===== config.mk =====
export PLATFORM = sky130hd
export DESIGN_NAME = gpp16_sequencer
export DESIGN_NICKNAME = d
export VERILOG_FILES = /design/src/rtl/gpp16_pkg.sv /design/src/rtl/gpp16_fetch_timer.sv /design/src/rtl/gpp16_sequencer.sv
export SDC_FILE = /design/constraint.sdc
export NUM_CORES = 1
export LEC_CHECK = 0
export BUFFER_PORTS_ARGS = -buffer_cell sky130_fd_sc_hd__buf_4
export CAP_MARGIN = 20
export CELL_PAD_IN_SITES_DETAIL_PLACEMENT = 2
export CELL_PAD_IN_SITES_GLOBAL_PLACEMENT = 2
export CORE_ASPECT_RATIO = 1.75
export CORE_MARGIN = 2
export CORE_UTILIZATION = 29
export DETAILED_ROUTE_END_ITERATION = 16
export PLACE_DENSITY_LB_ADDON = 0.1
export SYNTH_ARGS = -nofsm -noshare
export SYNTH_HDL_FRONTEND = slang
export SYNTH_SLANG_ARGS = --single-unit
export TNS_END_PERCENT = 20

===== constraint.sdc =====
create_clock -name clk -period 3 [get_ports clk]
set_clock_uncertainty 0.05 [all_clocks]
set_input_delay 0.3 -clock clk [delete_from_list [all_inputs] [get_ports clk]]
set_output_delay 0.3 -clock clk [all_outputs]
set_load 0.03 [all_outputs]

===== src/rtl/gpp16_pkg.sv =====
// gpp16_pkg: definitions shared by the GPP16 instruction sequencer.
//   state_t        - sequencer FSM state encoding (also visible on the debug port)
//   OPC_MSB/OPC_LSB - position of the 5-bit opcode field inside an instruction
//   HALT/NOP codes  - default opcode values for the sequencer parameters
//   opcode_of()     - extracts the opcode field from an instruction word
//   sat_inc16()     - 16-bit increment that sticks at all-ones
package gpp16_pkg;

    typedef enum logic [2:0] {
        ST_IDLE   = 3'd0,
        ST_FETCH  = 3'd1,
        ST_DECODE = 3'd2,
        ST_EXEC   = 3'd3,
        ST_WB     = 3'd4,
        ST_HALT   = 3'd5,
        ST_ERR    = 3'd6
    } state_t;

    localparam int OPC_MSB = 15;
    localparam int OPC_LSB = 11;
    localparam int OPC_W   = OPC_MSB - OPC_LSB + 1;

    localparam logic [OPC_W-1:0] HALT_OPC_DEFAULT = 5'b11111;
    localparam logic [OPC_W-1:0] NOP_OPC_DEFAULT  = 5'b00000;

    function automatic logic [OPC_W-1:0] opcode_of(input logic [15:0] word);
        return word[OPC_MSB:OPC_LSB];
    endfunction

    function automatic logic [15:0] sat_inc16(input logic [15:0] value);
        return (value == 16'hFFFF) ? value : value + 16'd1;
    endfunction

endpackage


===== src/rtl/gpp16_fetch_timer.sv =====
// gpp16_fetch_timer: counts consecutive FETCH cycles that see no imem_ack.
// Ports:
//   clk     in  clock, rising edge
//   rst     in  synchronous active-low reset
//   clear   in  forces the count to zero (held while not fetching)
//   en      in  current cycle is a FETCH cycle without ack
//   expired out current cycle is the TIMEOUT-th consecutive unanswered cycle
module gpp16_fetch_timer #(
    parameter int TIMEOUT = 16
) (
    input  logic clk,
    input  logic rst,
    input  logic clear,
    input  logic en,
    output logic expired
);

    logic [7:0] count;

    always_ff @(posedge clk) begin
        if (!rst) begin
            count <= 8'd0;
        end else if (clear) begin
            count <= 8'd0;
        end else if (en && count != 8'hFF) begin
            count <= count + 8'd1;
        end
    end

    // count holds the number of earlier unanswered cycles, so the cycle that
    // brings the total to TIMEOUT is the one where count == TIMEOUT-1.
    assign expired = en && (count == 8'(TIMEOUT - 1));

endmodule


===== src/rtl/gpp16_sequencer.sv =====
// gpp16_sequencer: fetch / decode / execute / write-back sequencer for a
// 16-bit processor with a 5-bit opcode in ir[15:11].
// Ports:
//   clk, rst            clock (rising edge), synchronous active-low reset
//   start               leaves IDLE and begins fetching at pc
//   imem_req/imem_addr  fetch request, address equals pc, held until ack
//   imem_ack/imem_data  fetch response, only honoured in FETCH
//   pc, ir              program counter and instruction register
//   alu_func, rf_we     opcode during EXEC/WB, register write strobe in WB
//   busy/halted/err     status flags, instr_cnt saturating retire count
//   fsm_state           current FSM state, for observation only
// Handshake: imem_req is asserted for every FETCH cycle with a stable
// imem_addr; a transfer completes on any rising edge where imem_req and
// imem_ack are both high (ack in the first request cycle is allowed). The
// request is never withdrawn except by reset.
module gpp16_sequencer
    import gpp16_pkg::*;
#(
    parameter logic [4:0] HALT_OPC      = HALT_OPC_DEFAULT,
    parameter logic [4:0] NOP_OPC       = NOP_OPC_DEFAULT,
    parameter int         FETCH_TIMEOUT = 16
) (
    input  logic        clk,
    input  logic        rst,
    input  logic        start,
    output logic        imem_req,
    output logic [15:0] imem_addr,
    input  logic        imem_ack,
    input  logic [15:0] imem_data,
    output logic [15:0] pc,
    output logic [15:0] ir,
    output logic [4:0]  alu_func,
    output logic        rf_we,
    output logic        busy,
    output logic        halted,
    output logic        err,
    output logic [15:0] instr_cnt,
    output state_t      fsm_state
);

    state_t      state;
    state_t      state_nxt;
    logic [15:0] pc_q;
    logic [15:0] ir_q;
    logic [15:0] cnt_q;
    logic [4:0]  opc;
    logic        timer_clear;
    logic        timer_en;
    logic        timer_expired;

    assign opc = opcode_of(ir_q);

    // Held clear outside FETCH, so every entry into FETCH starts from zero.
    assign timer_clear = (state != ST_FETCH);
    assign timer_en    = (state == ST_FETCH) && !imem_ack;

    gpp16_fetch_timer #(
        .TIMEOUT (FETCH_TIMEOUT)
    ) u_fetch_timer (
        .clk     (clk),
        .rst     (rst),
        .clear   (timer_clear),
        .en      (timer_en),
        .expired (timer_expired)
    );

    always_comb begin
        state_nxt = state;
        case (state)
            ST_IDLE:   if (start) state_nxt = ST_FETCH;
            ST_FETCH: begin
                if (imem_ack)           state_nxt = ST_DECODE;
                else if (timer_expired) state_nxt = ST_ERR;
            end
            ST_DECODE: begin
                if (opc == HALT_OPC)     state_nxt = ST_HALT;
                else if (opc == NOP_OPC) state_nxt = ST_FETCH;
                else                     state_nxt = ST_EXEC;
            end
            ST_EXEC:   state_nxt = ST_WB;
            ST_WB:     state_nxt = ST_FETCH;
            ST_HALT:   state_nxt = ST_HALT;
            ST_ERR:    state_nxt = ST_ERR;
            default:   state_nxt = ST_IDLE;
        endcase
    end

    // Outputs are registered from the next state so they line up with the
    // state they describe, and imem_data never reaches an output directly.
    always_ff @(posedge clk) begin
        if (!rst) begin
            state    <= ST_IDLE;
            pc_q     <= 16'd0;
            ir_q     <= 16'd0;
            cnt_q    <= 16'd0;
            imem_req <= 1'b0;
            rf_we    <= 1'b0;
            alu_func <= 5'd0;
            busy     <= 1'b0;
            halted   <= 1'b0;
            err      <= 1'b0;
        end else begin
            state <= state_nxt;

            if (state == ST_FETCH && imem_ack) begin
                ir_q <= imem_data;
                pc_q <= pc_q + 16'd1;
            end

            // NOP retires straight out of DECODE, ALU ops retire in WB.
            if ((state == ST_DECODE && state_nxt == ST_FETCH) || state == ST_WB) begin
                cnt_q <= sat_inc16(cnt_q);
            end

            imem_req <= (state_nxt == ST_FETCH);
            rf_we    <= (state_nxt == ST_WB);
            alu_func <= (state_nxt == ST_EXEC || state_nxt == ST_WB) ? opc : 5'd0;
            busy     <= !(state_nxt == ST_IDLE || state_nxt == ST_HALT || state_nxt == ST_ERR);
            halted   <= (state_nxt == ST_HALT);
            err      <= (state_nxt == ST_ERR);
        end
    end

    assign imem_addr = pc_q;
    assign pc        = pc_q;
    assign ir        = ir_q;
    assign instr_cnt = cnt_q;
    assign fsm_state = state;

endmodule


Yosys cells after proc, flatten, opt, wreduce, memory -nomap -nowiden
Index checks and enable logic that the tools add are counted.
Cells by class
  reductions and logical operators: 17
  add/sub/neg operators: 3
  muxes and demuxes: 6
  bitwise logic cells: 2
  equality and inequality tests: 16
Operators with widths (number)
  $add 16x1->16 const B: 2
  $pmux 3 s7: 1
  $eq 3x3->1 const B: 6
  $eq 16x16->1 const B: 1
  $mux 3: 4
  $eq 3x2->1 const B: 3
  $add 8x1->8 const B: 1
  $eq 8x4->1 const B: 1
  $ne 8x8->1 const B: 1
  $eq 3x1->1 const B: 2
  $logic_not 3->1: 2
  $eq 5x5->1 const B: 1
  $logic_and 1x1->1: 5
  $logic_not 5->1: 1
  $logic_or 1x1->1: 4
  $reduce_and 2->1: 2
  $ne 3x1->1 const B: 1
  $logic_not 1->1: 2
  $mux 2: 1
  $not 1->1: 2
  $reduce_or 2->1: 1
Word-level totals
  output and inout port bits: 77
  input port bits: 20
  register bits after elaboration: 69
  logic and storage cells: 55

Longest topological paths before layout
  depth after elaboration: 10
  mapped depth: 9
  gate-level depth less buffers: 7

Hierarchy
A second synthesis with hierarchy kept.
Unflattened totals
  cells, all modules: 367
  area, all modules: 3270.6 sq um
By module, submodules not included
  gpp16_sequencer: area an instance 2836.5 sq um, cells each 321, instances 1, sequential area each 1221.2 sq um
  gpp16_fetch_timer: area an instance 434.2 sq um, cells each 46, instances 1, sequential area each 160.2 sq um

Least setup slack after synthesis
Ideal clock, no wire load.
  path type: reg2reg
  start: reg state[0] (netlist: fsm_state[0])
  end: reg cnt_q[11] (netlist: instr_cnt[11])
  period minus slack after synthesis: 2402 ps
  path slack: 598 ps
  stages on the path, launching flop included: 9
  buffers on the path: 3
  data required time: 2878 ps
  data arrival time: 2280 ps
  setup time: 72 ps
  cells stage by stage: dfxtp_1 -> clkbuf_1 -> nand2b_1 -> o311ai_0 -> o31a_1 -> buf_6 -> buf_6 -> nor4_1 -> mux2i_1
Between the ends
  longest elaborated chain between the ends: 10
  elaborated cells between the ends (all ways): 17
  classes of those cells: 7 x eq/ne; 4 x mux; 6 x reduce/logical
Ends and longest elaborated chain
  from (decl): RTL line gpp16_sequencer.sv:41  | state_t state;
  from (signal assigned): RTL line gpp16_sequencer.sv:103  | state <= state_nxt;
  $eq 3x1->1: RTL line gpp16_sequencer.sv:55, gpp16_sequencer.sv:69
  $logic_and 1x1->1: RTL line gpp16_sequencer.sv:55  | assign timer_en = (state == ST_FETCH) && !imem_ack;
  $logic_and 1x1->1: RTL line gpp16_fetch_timer.sv:32  | assign expired = en && (count == 8'(TIMEOUT - 1));
  $mux 3: RTL line gpp16_sequencer.sv:73  | else if (timer_expired) state_nxt = ST_ERR;
  $mux 3: RTL line gpp16_sequencer.sv:72  | if (imem_ack) state_nxt = ST_DECODE;
  $pmux 3 s7: RTL line gpp16_sequencer.sv:69  | case (state)
  $eq 3x1->1: RTL line gpp16_sequencer.sv:111  | if ((state == ST_DECODE && state_nxt == ST_FETCH) || state == ST_WB) begin
  $logic_and 1x1->1: RTL line gpp16_sequencer.sv:111
  $logic_or 1x1->1 (*): RTL line gpp16_sequencer.sv:111
  $reduce_and 2->1 (no source line) (*)
  to (signal assigned): RTL line gpp16_sequencer.sv:112  | cnt_q <= sat_inc16(cnt_q);
  to (decl): RTL line gpp16_sequencer.sv:45  | logic [15:0] cnt_q;
Every way passes the cells marked *; elsewhere a longest branch is shown, timed or not.
A chain may end at the register's enable or synchronous reset.

Final worst setup path
  start: reg u_fetch_timer.count[0]
  end: reg cnt_q[8] (netlist: instr_cnt[8])
Between the ends
  longest elaborated chain between the ends: 9
Ends and longest elaborated chain
  from (decl): RTL line gpp16_fetch_timer.sv:18  | logic [7:0] count;
  from (signal assigned): RTL line gpp16_fetch_timer.sv:26  | count <= count + 8'd1;
  $eq 8x4->1: RTL line gpp16_fetch_timer.sv:32
  $logic_and 1x1->1: RTL line gpp16_fetch_timer.sv:32
  $mux 3: RTL line gpp16_sequencer.sv:73
  $mux 3: RTL line gpp16_sequencer.sv:72
  $pmux 3 s7: RTL line gpp16_sequencer.sv:69
  $eq 3x1->1: RTL line gpp16_sequencer.sv:111
  $logic_and 1x1->1: RTL line gpp16_sequencer.sv:111
  $logic_or 1x1->1: RTL line gpp16_sequencer.sv:111
  $reduce_and 2->1 (no source line)
No other way between the ends.

==> results.tsv <==
metric	value	unit
outcome	finished, final reports clean	
r2r_end	instr_cnt[8]$_SDFFE_PN0P_	
yosysWarnings	0	
min-delay-start	imem_data[5]	
rows	50	
vias	3025	
grt_pass1_wl	16500	um
ant_nets	0	
synth_cells	374	
cp_data_arrival_time	2.85	ns
syn_area	0.00317	mm^2
hold_violations	0	
r2r-start	u_fetch_timer.count[0]$_SDFFE_PP0P_	
worstHoldPathType	in -> reg	
dieArea	0.0118	mm^2
grt_max_degree	37	
drc	0	
crit_required	3.20	ns
rsz0062_at_grt	false	
tightest_slew	0.917	ns
max_cap_viol_count	0	
antenna_found_initial	0	
fillers	1212	
ys_ff_latch	69	
cts_buffer_depth	2	
port_buffers	96	
fin_nets	477	
core	0.0107	mm^2
tritoncts	yes	
place.gp.congestion	0.827	
insertion_delay	0.33	ns
clockPowerShare	47.5	%
setup_viol	0	
place_area	0.00391	mm^2
path_cells	ha_1 -> and4b_1 -> nand3_1 -> o311ai_0 -> o31ai_1 -> and4_1 -> mux2i_1	
max_stage_delay	0.77	ns
register_area	0.00138	mm^2
drt_iter0_drc	58	
synth_ff_type	dfxtp_1	
avgRoutedWirePerCell	16.8	um
r2r_slack	0.36	ns
synth_top_area_cell	dfxtp_1	
dr.pass1.iters	4	
die_h	142	um
clkSinkCount	69	
avgViaCountPerCell	5.15	
area_growth	32.3	%
initial_core_util	29.6	%
max_freq	0.379	GHz
slew_violations	0	
avgSynthCellArea	8.47	um^2
synth-edff-count	0	
final_area	0.00419	mm^2
grt.overflow.total	0	
power.density	515	mW/mm^2
synth.distinct_cells	46	
multi_input_area	0.00158	mm^2
fp.dieW	83.0	um
io_pins	97	
h-tree-depth	3	
p_int	1.66	mW
min_path_cells	3	
synthArstFlopShare	0	%
cpMaxStageDelayCell	o31ai_1	
path_delay_family	compound AO/OA/AOI/OAI gates	
p_sw_share	23.1	%
yosysSeqAreaShare	43.6	%
startpoint_type	flop	
path_buf_inv	0	
crit_type	reg -> reg	
tns	0	ns
numCtsBuffers	9	
synth_nets	397	
cts-root-buf	clkbuf_16	
crit_fanout	7	
p_sw	0.499	mW
clkTransAtPathRegs	0.05	ns
fin_crit	2.64	ns
synth_top_area_share	43.6	%
wirelength	9880	um
grt_pass1_vias	3244	
synth_common_cells	69 x dfxtp_1, 60 x nand2_1, 32 x a21oi_1	
seqPwrFrac	44.1	%
comb_power_share	8.4	%
fin_crit_sh	88.0	%
n_antenna_cell	0	
grt.total_usage	17.5	%
cp-end-kind	flop	
drive_above_1_share	27.4	%
vdd_ir_drop_max	279	uV
cts_hold_buffers	0	
rr_worst_depth	7	
hpwl	7530	um
yosysMostFrequentCell	dfxtp_1	
holdPathEnd	ir[5]$_SDFFE_PN0P_	
slew_headroom	38.1	%
synthTopCellsByArea	dfxtp_1 44%, nand2_1 7.1%, a21oi_1 5.1%	
p_leak	1.65	nW
## tightest hold or removal path: stages
cell and delay, ns:
buf_4 0.11, nand2_1 0.04, a21oi_1 0.05
## timing repair
item,in CTS,in global routing
setup buffers,0,0
resized for setup,0,1
setup endpoints to repair,0,2
## cell families after synthesis
group / after synthesis / share of synthesized area (%)
AO/OA/AOI/OAI: 58 / 11.7
XOR/XNOR: 19 / 5.25
adder cells (fa/ha/maj): 3 / 1.18
flip-flops: 69 / 43.6
AND/OR/NAND/NOR: 177 / 28.7
buffers and inverters: 40 / 7.11
multiplexers: 8 / 2.53
## registers in the layout (all words and copies together) (netlist names)
register / count
imem_addr: 16
instr_cnt: 16
ir: 16
u_fetch_timer.count: 8
alu_func: 5
fsm_state: 3
busy: 1
err: 1
halted: 1
imem_req: 1
rf_we: 1
## placed cells by master (no fill, tap or decap), types with 4 or more instances in the layout
cell type	count
a21oi_1	32
nand3_1	14
nand3b_1	4
or4_1	5
nand2_1	60
and3_1	7
nor4_1	5
mux2i_1	8
xnor2_1	12
buf_4	101
o31ai_1	5
nand4_1	8
o21ai_0	5
inv_1	7
nor2_1	29
dfxtp_1	69
and2_1	8
xor2_1	7
and4_1	6
nand2b_1	7
clkbuf_16	9
nor3_1	11
## per-layer routing
layer  GRT usage [%]  routed length [um]  vias up
li1                -                   -     1461
met1            16.6                3540     1490
met2            34.8                5720       62
met3            4.81                 462       12
met4            6.73                 166        0
met5               0                   0        -
## final cells by class
class	instances	area share, %
clock buffer	12	5.88
timing repair buffer	101	18.1
multi-input combinational	265	37.6
clock inverter	2	0.836
tap	130	3.88
inverter	8	0.716
sequential	69	33.0
## power by group through the flow
stage	Clock (mW)	Sequential [mW]	Combinational, mW
6_report	1.03	0.951	0.182
5_1_grt	1.10	0.953	0.199
4_1_cts	1.07	0.951	0.187
3_5_place_dp	0	0.971	0.187
3_3_place_gp	0	0.969	0.182
2_1_floorplan	0	0.996	0.0825
## worst max-delay path by stage
| stage | to | start | cells past startpoint | slack, ns |
|---|---|---|---|---|
| 6_report | instr_cnt[8]$_SDFFE_PN0P_ | u_fetch_timer.count[0]$_SDFFE_PP0P_ | 7 | 0.36 |
| 5_1_grt | instr_cnt[8]$_SDFFE_PN0P_ | u_fetch_timer.count[0]$_SDFFE_PP0P_ | 7 | 0.18 |
| 4_1_cts | instr_cnt[11]$_SDFFE_PN0P_ | ir[11]$_SDFFE_PN0P_ | 6 | 0.15 |
| 3_5_place_dp | instr_cnt[11]$_SDFFE_PN0P_ | fsm_state[0]$_SDFF_PN0_ | 6 | 0.21 |
| 3_3_place_gp | instr_cnt[15]$_SDFFE_PN0P_ | fsm_state[0]$_SDFF_PN0_ | 6 | 0.32 |
| 2_1_floorplan | instr_cnt[11]$_SDFFE_PN0P_ | fsm_state[0]$_SDFF_PN0_ | 8 | 0.60 |
## through the flow
stage                     setup slack [ns]  instances  hold slack (ns)  power, mW  utilization [%]
final                                0.359        587            0.167       2.16             39.2
after global routing                 0.176        587            0.167       2.25             39.2
after CTS                            0.148        587            0.153       2.21             39.2
after detailed placement             0.210        573            0.405       1.16             36.5
after global placement               0.320        573            0.394       1.15             36.5
after floorplan                      0.598        374            0.386       1.08                -
(Power assumes the default switching activity.)
